`src/rtl/ror_pkg.sv`:
```
// Shared types and constants for the rotate-right operand issue queue.
package ror_pkg;

    localparam int ROR_W     = 8;
    localparam int ROR_AMT_W = 3;

    // One queued operand pair: data to rotate plus the 3-bit rotate amount.
    typedef struct packed {
        logic [ROR_W-1:0]     a;
        logic [ROR_AMT_W-1:0] b;
    } ror_entry_t;

    // Head presentation state: nothing queued, or a valid head exists.
    typedef enum logic {
        ST_EMPTY = 1'b0,
        ST_HAVE  = 1'b1
    } head_state_t;

endpackage

```
`src/rtl/ror_queue_mem.sv`:
```
// Entry storage for the issue queue: one write port, one asynchronous read port.
// Contents are not reset; validity is tracked by the queue control.
module ror_queue_mem
    import ror_pkg::*;
#(
    parameter int DEPTH = 4,
    parameter int AW    = $clog2(DEPTH)
) (
    input  logic            clk,
    input  logic            we,
    input  logic [AW-1:0]   waddr,
    input  ror_entry_t      wdata,
    input  logic [AW-1:0]   raddr,
    output ror_entry_t      rdata
);

    ror_entry_t mem_array [DEPTH];

    // Write the addressed entry when a push is accepted.
    always_ff @(posedge clk) begin
        if (we) begin
            mem_array[waddr] <= wdata;
        end
    end

    // Head is read combinationally so it appears the cycle after the push.
    always_comb begin
        rdata = mem_array[raddr];
    end

endmodule

```
`src/rtl/ror_issue_queue.sv`:
```
// Operand-pair FIFO feeding a rotate_right_8 unit; presents the oldest pair
// on out_a/out_b with a valid/ready handshake on both sides.
module ror_issue_queue
    import ror_pkg::*;
#(
    parameter int DEPTH = 4
) (
    input  logic                     clk,
    input  logic                     reset,
    input  logic                     flush,
    input  logic                     in_valid,
    output logic                     in_ready,
    input  logic [ROR_W-1:0]         in_a,
    input  logic [ROR_W-1:0]         in_b,
    output logic                     out_valid,
    input  logic                     out_ready,
    output logic [ROR_W-1:0]         out_a,
    output logic [ROR_W-1:0]         out_b,
    output logic [$clog2(DEPTH):0]   count
);

    localparam int AW = $clog2(DEPTH);
    localparam int CW = AW + 1;
    localparam logic [CW-1:0] DEPTH_C = CW'(DEPTH);
    localparam logic [CW-1:0] CNT_ONE = CW'(1);
    localparam logic [AW-1:0] PTR_ONE = AW'(1);

    logic [CW-1:0] count_q, count_d;
    logic [AW-1:0] wr_ptr_q, wr_ptr_d;
    logic [AW-1:0] rd_ptr_q, rd_ptr_d;
    head_state_t   state_q, state_d;

    logic       push;
    logic       pop;
    ror_entry_t wr_entry;
    ror_entry_t head_entry;
    logic       unused_in_b_hi;

    // Only the low amount bits are stored; the upper bits of in_b are dropped.
    assign unused_in_b_hi = ^in_b[ROR_W-1:ROR_AMT_W];

    // Handshakes depend on registered state only; flush blocks a push.
    always_comb begin
        in_ready   = (count_q < DEPTH_C);
        out_valid  = (state_q == ST_HAVE);
        push       = in_valid && in_ready && !flush;
        pop        = out_valid && out_ready && !flush;
        wr_entry.a = in_a;
        wr_entry.b = in_b[ROR_AMT_W-1:0];
    end

    // Next-state for occupancy, pointers and head state.
    always_comb begin
        count_d  = count_q;
        wr_ptr_d = wr_ptr_q;
        rd_ptr_d = rd_ptr_q;
        state_d  = state_q;
        if (flush) begin
            count_d  = '0;
            wr_ptr_d = '0;
            rd_ptr_d = '0;
            state_d  = ST_EMPTY;
        end else begin
            if (push) begin
                wr_ptr_d = wr_ptr_q + PTR_ONE;
            end
            if (pop) begin
                rd_ptr_d = rd_ptr_q + PTR_ONE;
            end
            case ({push, pop})
                2'b10:   count_d = count_q + CNT_ONE;
                2'b01:   count_d = count_q - CNT_ONE;
                default: count_d = count_q;
            endcase
            case (state_q)
                ST_EMPTY: if (push) state_d = ST_HAVE;
                ST_HAVE:  if (pop && !push && (count_q == CNT_ONE)) state_d = ST_EMPTY;
                default:  state_d = ST_EMPTY;
            endcase
        end
    end

    // Control registers; reset overrides flush, push and pop.
    always_ff @(posedge clk) begin
        if (reset) begin
            count_q  <= '0;
            wr_ptr_q <= '0;
            rd_ptr_q <= '0;
            state_q  <= ST_EMPTY;
        end else begin
            count_q  <= count_d;
            wr_ptr_q <= wr_ptr_d;
            rd_ptr_q <= rd_ptr_d;
            state_q  <= state_d;
        end
    end

    ror_queue_mem #(
        .DEPTH (DEPTH),
        .AW    (AW)
    ) u_mem (
        .clk   (clk),
        .we    (push),
        .waddr (wr_ptr_q),
        .wdata (wr_entry),
        .raddr (rd_ptr_q),
        .rdata (head_entry)
    );

    // Present the head, forcing zeros whenever nothing valid is queued.
    always_comb begin
        count = count_q;
        out_a = '0;
        out_b = '0;
        if (out_valid) begin
            out_a = head_entry.a;
            out_b = {{(ROR_W-ROR_AMT_W){1'b0}}, head_entry.b};
        end
    end

endmodule
```
`config.mk`:
```
export PLATFORM = sky130hd
export DESIGN_NAME = ror_issue_queue
export DESIGN_NICKNAME = d
export VERILOG_FILES = /design/src/rtl/ror_pkg.sv /design/src/rtl/ror_queue_mem.sv /design/src/rtl/ror_issue_queue.sv
export SDC_FILE = /design/constraint.sdc
export NUM_CORES = 1
export LEC_CHECK = 0
export BUFFER_PORTS_ARGS = -buffer_cell sky130_fd_sc_hd__buf_2
export CAP_MARGIN = 20
export CORE_MARGIN = 5
export CORE_UTILIZATION = 54
export DETAILED_ROUTE_END_ITERATION = 8
export PLACE_DENSITY = 0.79
export SLEW_MARGIN = 15
export SYNTH_ARGS = -nofsm -noshare
export SYNTH_HDL_FRONTEND = slang
export SYNTH_SLANG_ARGS = --single-unit
```
`constraint.sdc`:
```
create_clock -name clk -period 1.93 [get_ports clk]
set_input_delay 0.2895 -clock clk [delete_from_list [all_inputs] [get_ports clk]]
set_output_delay 0.2895 -clock clk [all_outputs]
set_load 0.01 [all_outputs]
```
==> metrics.md <==
| Metric | Value |
|---|---|
| Syn avg cell area | `16.89 um^2` |
| Worst-case reg-to-reg path depth | `5` |
| Vias per cell | `5.204` |
| Required @ worst endpoint | `1.64 ns` |
| Share of layout cells above drive strength 1 | `37.50%` |
| Fillers | `313` |
| Internal Power | `1.576 mW` |
| Tot GR Track Use | `14.36%` |
| Sequential power share | `64.7%` |
| Setup bufs post-CTS | `0` |
| Period minus WS final | `1.892 ns` |
| Final Hold Viols | `0` |
| Antenna fix cells | `0` |
| First-pass GRT wire length | `5809 um` |
| Reg area | `1523 um^2` |
| Crit start category | `flop` |
| Worst Setup End Kind | `output port` |
| Logic pwr share | `5.1%` |
| Largest net degree at the start of global routing | `18` |
| Setup_tns | `0 ns` |
| Via count | `1176` |
| HPWL after detailed placement | `2630 um` |
| Iteration-0 DRC Markers | `46` |
| Hold Path Stages | `1` |
| Yosys cell types | `27` |
| Max Clk Rate | `528.5 MHz` |
| Area delta synth->final | `15.43%` |
| FF-to-FF Start | `count[2]$_SDFFE_PP0P_` |
| Netlist Area Pre-Place | `2246 um^2` |
| Num CTS Buffers | `5` |
| Switch share | `20.43%` |
| Synth warn | `0` |
| DRC viols | `0` |
| Hold/Removal Path Class | `input port to flop` |
| Worst setup margin | `0.03772 ns` |
| Power Dens Cells | `763.8 nW/um^2` |
| Num rows | `23` |
| Syn Inst Count | `133` |
| Util after Layout | `64.35%` |
| Leakage | `0.9759 nW` |
| Power share of the clock group | `30.2%` |
| Tcrit/Tclk final | `98.05%` |
| CTS Sinks | `54` |
| Area of the die | `5549 um^2` |
| Dpl ws | `0.2970 ns` |
| Avg WL per Cell | `15.81 um` |
| Core area | `4029 um^2` |
| RR Endpoint | `count[2]$_SDFFE_PP0P_` |
| Setup CP Type | `flop to output port` |
| Worst-Skew Late Latency | `0.30 ns` |
| Max cap viols | `0` |
| IO Pins | `42` |
| H-Tree Depth | `2` |
| Crit-path max FO | `5` |
| Initial antenna violation count | `0` |
| CTS Root Cell | `clkbuf_8` |
| CTS tree | `done` |
| Die Span Y | `74.49 um` |
| Max Slew Vio Count | `0` |
| Vias in the first global route | `1241` |
| Grt total ovfl | `0` |
| Status | `completed` |
| Worst reg2reg setup slack | `0.34 ns` |
| Port buffer count | `31` |
| NetSw | `0.4045 mW` |
| Final ANT Viol Nets | `0` |
| Clock Tree Buf Depth | `2` |
| Final net count | `205` |
| Final Skew | `0.007228 ns` |
| Clk slew on worst S/H paths | `0.09 ns` |
| Gp weighted congestion | `0.6789` |
| Hold Path Origin | `in_a[4]` |
| Die Span X | `74.49 um` |
| Peak supply drop | `0.0005420 V` |
| RSZ-0062 raised after global routing | `yes` |
| Hold EP | `u_mem.mem_array[0][7]$_DFFE_PP_` |
| DR pass1 iterations | `4` |
| Starting Density | `55.75%` |
| CTS Hold Bufs | `0` |
| Setup-failing EPs final | `0` |
| Multi-input logic area | `653.1 um^2` |
| Total routed wirelength | `3572 um` |
| Power after layout | `1.980 mW` |
| Critical path arrival | `1.60 ns` |
| Seq/Total Area, Yosys | `67.74%` |
| Synthesis-stage register bit count | `54` |
[synth_stat cells, drive strengths merged]
master | number | area (um^2)
a211oi | 1 | 7.510
a21oi | 2 | 10.01
a41oi | 1 | 8.760
and2 | 15 | 93.84
buf | 8 | 58.81
clkbuf | 1 | 3.750
conb | 1 | 3.750
dfxtp | 10 | 200.2
edfxtp | 44 | 1321
ha | 9 | 112.6
inv | 8 | 30.03
mux2i | 2 | 20.02
mux4 | 11 | 251.5
nand2 | 1 | 3.750
nand3b | 1 | 7.510
nand4b | 1 | 8.760
nor2 | 7 | 26.28
nor3b | 1 | 12.51
o21a | 1 | 7.510
o21ai | 2 | 10.01
or2 | 1 | 6.260
or3 | 1 | 6.260
xnor2 | 1 | 8.760
xor2 | 3 | 26.28
[sequential cells by signal, indices dropped and copies added (netlist names), named ones only]
name	count
rd_ptr_q	2
u_mem.mem_array	44
count	3
wr_ptr_q	2
out_valid	1
[power groups by stage]
stage                     clock, mW  combinational [mW]  sequential [mW]
after global placement            0              0.0930             1.31
after floorplan                   0              0.0588             1.31
final                         0.598               0.101             1.28
after global routing          0.671               0.112             1.28
after detailed placement          0              0.0997             1.31
after CTS                     0.615               0.100             1.28
[kinds of logic after synthesis]
| kind of cell | count (synthesis) | share of synthesized area (%) |
|---|---|---|
| AO/OA/AOI/OAI | 7 | 1.950 |
| AND/OR/NAND/NOR | 28 | 7.354 |
| XOR/XNOR | 4 | 1.560 |
| other | 1 | 0.1670 |
| multiplexers | 13 | 12.09 |
| flip-flops | 54 | 67.74 |
| adder cells (fa/ha/maj) | 9 | 5.014 |
| buffers and inverters | 17 | 4.123 |
[final cells by class]
cell class | count | share of cell area (%)
Sequential cell | 54 | 58.74
Multi-Input combinational cell | 66 | 25.19
Timing Repair Buffer | 40 | 9.025
Clock buffer | 5 | 2.654
Tap cell | 50 | 2.413
Inverter | 8 | 1.158
Clock inverter | 3 | 0.8205
[worst max-delay path, stage by stage, from the launching register on]
cell,delay (ns)
dfxtp_2,0.36
buf_6,0.14
mux4_2,0.50
and2_1,0.17
buf_2,0.13
[cell usage in the layout (no fill, tap or decap), types with 4 or more instances in the layout]
master,count
and2_4,4
inv_1,8
buf_2,31
ha_1,9
edfxtp_1,44
clkbuf_8,5
buf_4,7
and2_1,11
dfxtp_1,9
conb_1,5
nor2_1,7
mux4_2,11
[worst max path at each step]
| stage | from | to | cells past startpoint |
|---|---|---|---|
| finish | flop | out_a[2] | 4 |
| global route | flop | out_a[3] | 4 |
| global placement | flop | out_a[7] | 4 |
| detailed placement | flush | count[2]$_SDFFE_PP0P_ | 6 |
| floorplan | count[2]$_SDFFE_PP0P_ | count[2]$_SDFFE_PP0P_ | 5 |
| CTS | flop | out_a[0] | 4 |
[metal layers]
| layer | wire (um) | track usage, % | vias to the layer above |
|---|---|---|---|
| met2 | 1990 | 26.05 | 29 |
| li1 | - | - | 564 |
| met4 | 45 | 4.743 | 0 |
| met3 | 200 | 4.054 | 6 |
| met5 | 0 | 0 | - |
| met1 | 1336 | 16.21 | 577 |
[metrics by stage]
stage	area [um^2]	hold slack, ns	std cells
2_1_floorplan	2261	0.3884	137
3_3_place_gp	2484	0.4994	218
3_5_place_dp	2484	0.5050	218
4_1_cts	2575	0.1878	226
5_1_grt	2592	0.1803	226
6_report	2592	0.1938	226
[what timing repair did]
item / CTS / global route
resized for setup: 3 / 6
pin swaps: 0 / 3
endpoints found under the setup margin: 4 / 7
Power figures use the tool's default switching activity.
